==> src/rtl/cpu_clk_en_ctrl.sv <==
// cpu_clk_en_ctrl: single-clock enable generator for the 4004-style core.
// The core stays on the board clock and advances only while cpuClkEn is high.
// Modes: STEP (one enable per button press), BURST (BURST_LEN paced enables
// per press), RATE (divided rate) and FULL (every cycle).
// Optional PC breakpoint halt: define CLKCTRL_BREAKPOINT_EN to build it in.
module cpu_clk_en_ctrl #(
    parameter logic [15:0] DEB_CYCLES = 16'd50000,
    parameter logic [23:0] RATE_MAX0  = 24'd5999999,
    parameter logic [23:0] RATE_MAX1  = 24'd599999,
    parameter logic [23:0] RATE_MAX2  = 24'd59999,
    parameter logic [23:0] RATE_MAX3  = 24'd5999,
    parameter logic [7:0]  BURST_LEN  = 8'd16,
    parameter int          ADDR_W     = 12
) (
    input  logic              clk,
    input  logic              nrst,
    input  logic              stepBtn,
    input  logic [1:0]        modeSel,
    input  logic [1:0]        rateSel,
    input  logic              bpEn,
    input  logic [ADDR_W-1:0] bpAddr,
    input  logic [ADDR_W-1:0] pcAddr,
    output logic              cpuClkEn,
    output logic              halted,
    output logic              busy
);

    localparam logic [1:0] MODE_STEP  = 2'b00;
    localparam logic [1:0] MODE_BURST = 2'b01;
    localparam logic [1:0] MODE_RATE  = 2'b10;
    localparam logic [1:0] MODE_FULL  = 2'b11;

    typedef enum logic [1:0] {
        ST_RUN   = 2'd0,
        ST_BURST = 2'd1,
        ST_HALT  = 2'd2
    } state_t;

    logic        sync1_r;
    logic        sync2_r;
    logic        deb_r;
    logic        deb_prev_r;
    logic [15:0] deb_cnt_r;
    logic        press_s;

    logic [23:0] div_cnt_r;
    logic [1:0]  rate_prev_r;
    logic [23:0] rate_max_s;
    logic        rate_chg_s;
    logic        tick_s;

    state_t      state_r;
    logic [7:0]  burst_cnt_r;
    logic        cpu_clk_en_r;
    logic        halted_r;
    logic        busy_r;
    logic        chk_r;
    logic        bp_hit_s;

    // Two-flop synchronizer for the asynchronous, active-low button.
    always_ff @(posedge clk or negedge nrst) begin
        if (!nrst) begin
            sync1_r <= 1'b1;
            sync2_r <= 1'b1;
        end else begin
            sync1_r <= stepBtn;
            sync2_r <= sync1_r;
        end
    end

    // Debouncer: follow the synchronized input only after DEB_CYCLES
    // consecutive samples that disagree with the current output.
    always_ff @(posedge clk or negedge nrst) begin
        if (!nrst) begin
            deb_r      <= 1'b1;
            deb_prev_r <= 1'b1;
            deb_cnt_r  <= 16'd0;
        end else begin
            deb_prev_r <= deb_r;
            if (sync2_r != deb_r) begin
                if (deb_cnt_r == (DEB_CYCLES - 16'd1)) begin
                    deb_r     <= sync2_r;
                    deb_cnt_r <= 16'd0;
                end else begin
                    deb_cnt_r <= deb_cnt_r + 16'd1;
                end
            end else begin
                deb_cnt_r <= 16'd0;
            end
        end
    end

    // A press is the falling edge of the debounced button; release is ignored.
    assign press_s = deb_prev_r & ~deb_r;

    // Terminal count for the currently selected rate.
    always_comb begin
        rate_max_s = RATE_MAX0;
        case (rateSel)
            2'd0:    rate_max_s = RATE_MAX0;
            2'd1:    rate_max_s = RATE_MAX1;
            2'd2:    rate_max_s = RATE_MAX2;
            2'd3:    rate_max_s = RATE_MAX3;
            default: rate_max_s = RATE_MAX0;
        endcase
    end

    assign rate_chg_s = (rateSel != rate_prev_r);
    // A rate change kills the tick of the cycle in which it is seen, so a
    // stale count can never produce an enable at the new rate.
    assign tick_s     = (div_cnt_r == rate_max_s) & ~rate_chg_s;

    // Free-running divider; restarts from zero whenever rateSel changes.
    always_ff @(posedge clk or negedge nrst) begin
        if (!nrst) begin
            div_cnt_r   <= 24'd0;
            rate_prev_r <= 2'd0;
        end else begin
            rate_prev_r <= rateSel;
            if (rate_chg_s) begin
                div_cnt_r <= 24'd0;
            end else if (div_cnt_r >= rate_max_s) begin
                div_cnt_r <= 24'd0;
            end else begin
                div_cnt_r <= div_cnt_r + 24'd1;
            end
        end
    end

`ifdef CLKCTRL_BREAKPOINT_EN
    // chk_r marks the cycle after an issued enable, when pcAddr is the new PC.
    assign bp_hit_s = chk_r & bpEn & (pcAddr == bpAddr);
    assign halted   = halted_r;
`else
    assign bp_hit_s = 1'b0;
    assign halted   = 1'b0;
    logic unused_bp_s;
    assign unused_bp_s = ^{chk_r, halted_r, bpEn, bpAddr, pcAddr};
`endif

    // Control FSM with registered enable, halted and busy outputs.
    // A breakpoint hit takes priority over everything, including a press.
    always_ff @(posedge clk or negedge nrst) begin
        if (!nrst) begin
            state_r      <= ST_RUN;
            burst_cnt_r  <= 8'd0;
            cpu_clk_en_r <= 1'b0;
            halted_r     <= 1'b0;
            busy_r       <= 1'b0;
            chk_r        <= 1'b0;
        end else begin
            chk_r <= cpu_clk_en_r;
            case (state_r)
                ST_RUN: begin
                    busy_r   <= 1'b0;
                    halted_r <= 1'b0;
                    if (bp_hit_s) begin
                        state_r      <= ST_HALT;
                        halted_r     <= 1'b1;
                        cpu_clk_en_r <= 1'b0;
                    end else begin
                        case (modeSel)
                            MODE_STEP: cpu_clk_en_r <= press_s;
                            MODE_BURST: begin
                                cpu_clk_en_r <= 1'b0;
                                if (press_s) begin
                                    state_r     <= ST_BURST;
                                    burst_cnt_r <= BURST_LEN;
                                    busy_r      <= 1'b1;
                                end else begin
                                    burst_cnt_r <= 8'd0;
                                end
                            end
                            MODE_RATE: cpu_clk_en_r <= tick_s;
                            MODE_FULL: cpu_clk_en_r <= 1'b1;
                            default:   cpu_clk_en_r <= 1'b0;
                        endcase
                    end
                end
                ST_BURST: begin
                    if (bp_hit_s) begin
                        state_r      <= ST_HALT;
                        halted_r     <= 1'b1;
                        busy_r       <= 1'b0;
                        cpu_clk_en_r <= 1'b0;
                        burst_cnt_r  <= 8'd0;
                    end else if ((modeSel != MODE_BURST) || (burst_cnt_r == 8'd0)) begin
                        // Mode change aborts; an empty counter ends the burst.
                        state_r      <= ST_RUN;
                        busy_r       <= 1'b0;
                        cpu_clk_en_r <= 1'b0;
                        burst_cnt_r  <= 8'd0;
                    end else if (tick_s) begin
                        cpu_clk_en_r <= 1'b1;
                        burst_cnt_r  <= burst_cnt_r - 8'd1;
                    end else begin
                        cpu_clk_en_r <= 1'b0;
                    end
                end
                ST_HALT: begin
                    busy_r <= 1'b0;
                    if (bp_hit_s) begin
                        cpu_clk_en_r <= 1'b0;
                    end else if (press_s) begin
                        // Step over the breakpoint with exactly one enable.
                        state_r      <= ST_RUN;
                        halted_r     <= 1'b0;
                        cpu_clk_en_r <= 1'b1;
                    end else begin
                        cpu_clk_en_r <= 1'b0;
                    end
                end
                default: begin
                    state_r      <= ST_RUN;
                    burst_cnt_r  <= 8'd0;
                    cpu_clk_en_r <= 1'b0;
                    halted_r     <= 1'b0;
                    busy_r       <= 1'b0;
                end
            endcase
        end
    end

    assign cpuClkEn = cpu_clk_en_r;
    assign busy     = busy_r;

endmodule

==> config.mk <==
export PLATFORM = sky130hd
export DESIGN_NAME = cpu_clk_en_ctrl
export DESIGN_NICKNAME = d
export VERILOG_FILES = /design/src/rtl/cpu_clk_en_ctrl.sv
export SDC_FILE = /design/constraint.sdc
export NUM_CORES = 1
export LEC_CHECK = 0
export ABC_AREA = 0
export BUFFER_PORTS_ARGS = -buffer_cell sky130_fd_sc_hd__buf_2
export CORE_MARGIN = 2
export CORE_UTILIZATION = 50
export CTS_CLUSTER_DIAMETER = 40
export DETAILED_ROUTE_END_ITERATION = 16
export HOLD_SLACK_MARGIN = 0.08
export PLACE_DENSITY = 0.81
export RECOVER_POWER = 100
export SYNTH_ARGS = -nofsm -noshare
export SYNTH_HDL_FRONTEND = slang
export SYNTH_SLANG_ARGS = --single-unit
==> constraint.sdc <==
create_clock -name clk -period 3.3 [get_ports clk]
set_input_delay 0.33 -clock clk [delete_from_list [all_inputs] [get_ports clk]]
set_output_delay 0.33 -clock clk [all_outputs]
set_load 0.05 [all_outputs]
## After elaboration in Yosys (flattened, before gate mapping)

Index checks and enable logic that the tools add are counted.

- Multiplexer cells: 23
- Reductions and logical operators: 8
- Order comparisons: 1
- Add/sub/neg operators: 3
- Equality and inequality tests: 18
- Bitwise gates (word level): 5

Operators with widths:

| kind | number |
|---|---|
| $pmux 24 s4 | 1 |
| $mux 24 | 2 |
| $mux 16 | 2 |
| $add 24x1->24 const B | 1 |
| $eq 24x24->1 | 1 |
| $ge 24x24->1 | 1 |
| $mux 8 | 3 |
| $pmux 8 s3 | 1 |
| $add 16x1->16 const B | 1 |
| $eq 16x16->1 const B | 1 |
| $eq 2x2->1 const B | 5 |
| $logic_not 8->1 | 1 |
| $mux 2 | 4 |
| $sub 8x1->8 const B | 1 |
| $eq 2x1->1 const B | 3 |
| $logic_not 2->1 | 3 |
| $ne 2x2->1 const B | 3 |
| $pmux 2 s3 | 1 |
| $mux 1 | 5 |
| $mux 5 | 1 |
| $ne 2x1->1 const B | 2 |
| $pmux 1 s4 | 1 |
| $reduce_and 4->1 | 1 |
| $ne 3x3->1 const B | 1 |
| 9 further kinds | 12 |

- Logic and storage cells: 69
- Bits in registers: 58
- Output and inout bits: 3
- Input bits: 32

## Longest topological paths before layout

- Depth after elaboration: 7
- Mapped depth: 11
- Mapped depth without buffers: 9

## Worst setup path before layout

No wires, ideal clock.

- Kind: in2reg
- Start: in rateSel[0]
- End: reg burst_cnt_r[1]
- Data required time: 3.161 ns
- Arrival time: 2.868 ns
- Stages: 11
- Buffers on the path: 2
- Slack: 0.294 ns
- Path through: inv_1 > ha_1 > clkbuf_1 > inv_1 > ha_1 > or4b_4 > a2111o_1 > nand4b_4 > buf_6 > o311ai_2 > o41ai_2

- Longest elaborated chain between the ends: 6
- Elaborated cells on any way between the ends: 11
- Those cells by class: eq/ne (6); mux (1); bitwise (2); reduce/logical (2)

RTL lines:

| what | RTL line | source |
|---|---|---|
| from (decl) | 19 | `input logic [1:0] rateSel,` |
| $eq 2x2->1 (tied with other cells) | 99 | `case (rateSel)` |
| $pmux 24 s4 | 99 |  |
| $eq 24x24->1 | 111 | `assign tick_s = (div_cnt_r == rate_max_s) & ~rate_chg_s;` |
| $and 1x1->1 * | 111 |  |
| $ne 3x3->1 (no source line) * | n/a |  |
| $reduce_and 3->1 (no source line) * | n/a |  |
| to (signal assigned) | 195 | `burst_cnt_r <= burst_cnt_r - 8'd1;` |
| to (decl) | 53 | `logic [7:0] burst_cnt_r;` |

Mark *: on every way between the ends. The rest lies on a longest branch, timed or not. The select of a mux whose other input is x is not followed.
A chain may end at the register's enable or synchronous reset.

## Final worst setup path

- Start: in rateSel[0]
- End: reg div_cnt_r[8]

- Longest elaborated chain between the ends: 5
- Elaborated cells on any way between the ends: 9
- Those cells by class: order compare (1); eq/ne (4); mux (3); reduce/logical (1)

RTL lines:

| what | RTL line | source |
|---|---|---|
| $eq 2x2->1 (tied with other cells) | 99 |  |
| $pmux 24 s4 | 99 |  |
| $ge 24x24->1 | 122 | `end else if (div_cnt_r >= rate_max_s) begin` |
| $mux 24 | 122 |  |
| $mux 24 * | 120 | `if (rate_chg_s) begin` |
| to (signal assigned) | 125 | `div_cnt_r <= div_cnt_r + 24'd1;` |
| to (decl) | 46 | `logic [23:0] div_cnt_r;` |

Marked as above.

==> flow_summary.ini <==
[logic_synthesis]
synth_top_area_share = 0.3919
ys_warn_count = 0
avgSynthCellArea_um2 = 9.925
synth_enable_flop_cells = 0
yosys.area_share.simple = 0.2421
synth_common_cells = 53 x dfrtp_1, 28 x xor2_1, 27 x nor3_1
syn_inst = 341
synth_compound_area_frac = 0.09242
synth_seq_cells = 57
synth_top_area_cell = dfrtp_1
synthXorXnorAreaFrac = 0.1087
synth_cell_type_count = 58
synth_mux_area_frac = 0.009242
synthAdderAreaFrac = 0.08133
synth_most_common_cell = dfrtp_1
syn_area_um2 = 3384
ys.flop_type = dfrtp_1
syn-num-nets = 395
ys_async_sr_fraction = 1.000
synth_top_family_by_area = simple AND/OR/NAND/NOR gates
yosysSeqAreaShare = 0.4229
synthTopCellsByArea = dfrtp_1 39%, ha_1 8.1%, xor2_1 7.2%, nor3_1 4.0%, xnor2_1 3.6%

[critical_path]
reg2regPathDepth = 7
reg2reg_to = div_cnt_r[8]
r2r_start = div_cnt_r[14]
end_kind = flop
rrSetupSlack_ns = 0.55
crit_type = in2reg
worstPathRequired_ns = 3.52
worst-path-max-fanout = 14
critPathCapture = div_cnt_r[8]
cp-startpoint = rateSel[0]
worstPathArrival_ns = 3.13
cp-start-kind = input port

[power]
p_sw_uw = 355.8
swShare = 0.2287
power_density_nw_per_um2 = 420.8
comb_power_share = 0.062
pwr-share-seq = 0.459
p_leak_nw = 1.642
p_int_mw = 1.200
ir_worst_vdd_mv = 0.2156
clkPwrFrac = 0.480

[detailed_routing]
wl_per_cell_um = 15.27
via_per_inst = 6.002
drc_errors = 0
via_count = 2605
totalWireLength_um = 6627
antenna_left = 0
firstDrtPassIters = 4
drtIter0Drc = 235

[floorplan]
start_util = 0.5240
die_y_um = 86.28
core_region_area_um2 = 6459
ios = 35
die_area_um2 = 7443
die_w_um = 86.28
rows = 29

[placed_design]
gp_congestion = 0.8533
io_buffer_count = 8
pre_cts_ws_ns = 0.1611
place_inst = 417
place_hpwl_um = 4601

[run_status]
status = finished, violations left
violations = capacitance limit, slew limit

[clock_network]
cts_buffers = 9
cts_setup_buffers = 0
ctsResizeCount = 0
path_clk_slew_ns = 0.06
clk_latency_ns = 0.34
ctsHoldBuffers = 1
cts.path.max_buffers = 2
htreeDepth = 3
cts_root_buf = clkbuf_8
cts.sinks = 57
cts_tree = built

[layout]
drive_gt1_frac = 0.1092
antenna_cells = 0
finalNetCount = 406
area_delta_synth_final_pct = 9.279
fin_util = 0.5726
instances_no_fill = 434

[timing]
period_share = 0.8822
setup_viol = 0
clock_skew_ns = 0.007610
fin_crit_ns = 2.911
fmax_ghz = 0.3435
holdWs_ns = 0.2577
fin_ws_ns = 0.3887
worst_pin_slew_ns = 2.053
tns_ns = 0
slew_headroom = -0.3689
rsz0062_at_grt = no
drv_slew = 39
final_hold_viol_count = 0

[global_route]
antenna_found_initial = 0
grt_max_degree = 39
grt_overflow = 0
grt_pass1_vias = 2478
grt_pass1_wl_um = 11460
grtUsageTotal = 0.1966

[job]
cap_violations = 1

[hold_path]
hp-class = in2reg
worst max-delay path, stage by stage:
cell	delay (ns)
clkbuf_1	0.27
inv_1	0.16
ha_1	0.24
buf_4	0.18
or4b_1	0.55
a2111o_1	0.46
nand4b_4	0.32
o211ai_2	0.27
clkbuf_2	0.26
nor3_1	0.09
cells in the final DEF (no fill, tap or decap), drive strengths merged, types with 14 or more instances in the layout:
master / n
nor2: 26
xor2: 28
dfrtp: 53
nor3: 27
nand2: 24
clkbuf: 18
inv: 14
ha: 22
xnor2: 14
state kept, by name, summed over array words and instances (netlist names), 2 cells and up:
name         cells
burst_cnt_r      8
deb_cnt_r       16
rate_prev_r      2
div_cnt_r       24
power groups by stage:
stage	combinational (mW)	sequential [mW]	clock [mW]
finish	0.0963	0.714	0.746
global route	0.110	0.714	0.787
CTS	0.100	0.713	0.754
detailed placement	0.0987	0.726	0
global placement	0.0944	0.726	0
floorplan	0.0617	0.727	0
logic make-up after synthesis:
logic type / Yosys count
flip-flops: 57
adder cells (fa/ha/maj): 22
XOR/XNOR: 42
buffers and inverters: 29
multiplexers: 3
other: 1
AO/OA/AOI/OAI: 38
AND/OR/NAND/NOR: 149
routing by layer:
layer	share of wire	vias up	routed length, um	track usage
met2	0.49	45	3261	0.3087
li1	-	1246	-	-
met4	0.012	0	82	0.08807
met5	0	-	0	0
met3	0.038	8	251	0.06095
met1	0.46	1306	3032	0.2505
how the worst min path moves through the flow:
stage / from / end / slack (ns) / cells past startpoint
2_1_floorplan: nrst / burst_cnt_r[0] / 0.03 / 0
3_3_place_gp: sync1_r / sync2_r / 0.35 / 0
3_5_place_dp: sync1_r / sync2_r / 0.35 / 0
4_1_cts: nrst / cpuClkEn / 0.12 / 1
5_1_grt: rateSel[0] / rate_prev_r[0] / 0.27 / 1
6_report: rateSel[0] / rate_prev_r[0] / 0.26 / 1
layout make-up:
cell class	instances	area [um^2]
clock buffers	11	151.4
clock inverters	5	77.57
fillers	529	2760
inverters	14	52.55
multi-input cells	255	1807
flip-flops and latches	57	1431
well taps	77	96.34
repair buffers	15	82.58
per-stage QoR:
step | total power, mW | area [um^2]
2_1_floorplan | 0.7891 | 3385
3_3_place_gp | 0.8200 | 3476
3_5_place_dp | 0.8247 | 3476
4_1_cts | 1.567 | 3715
5_1_grt | 1.611 | 3699
6_report | 1.556 | 3699
Note: power is estimated with default switching activity, not from simulation.
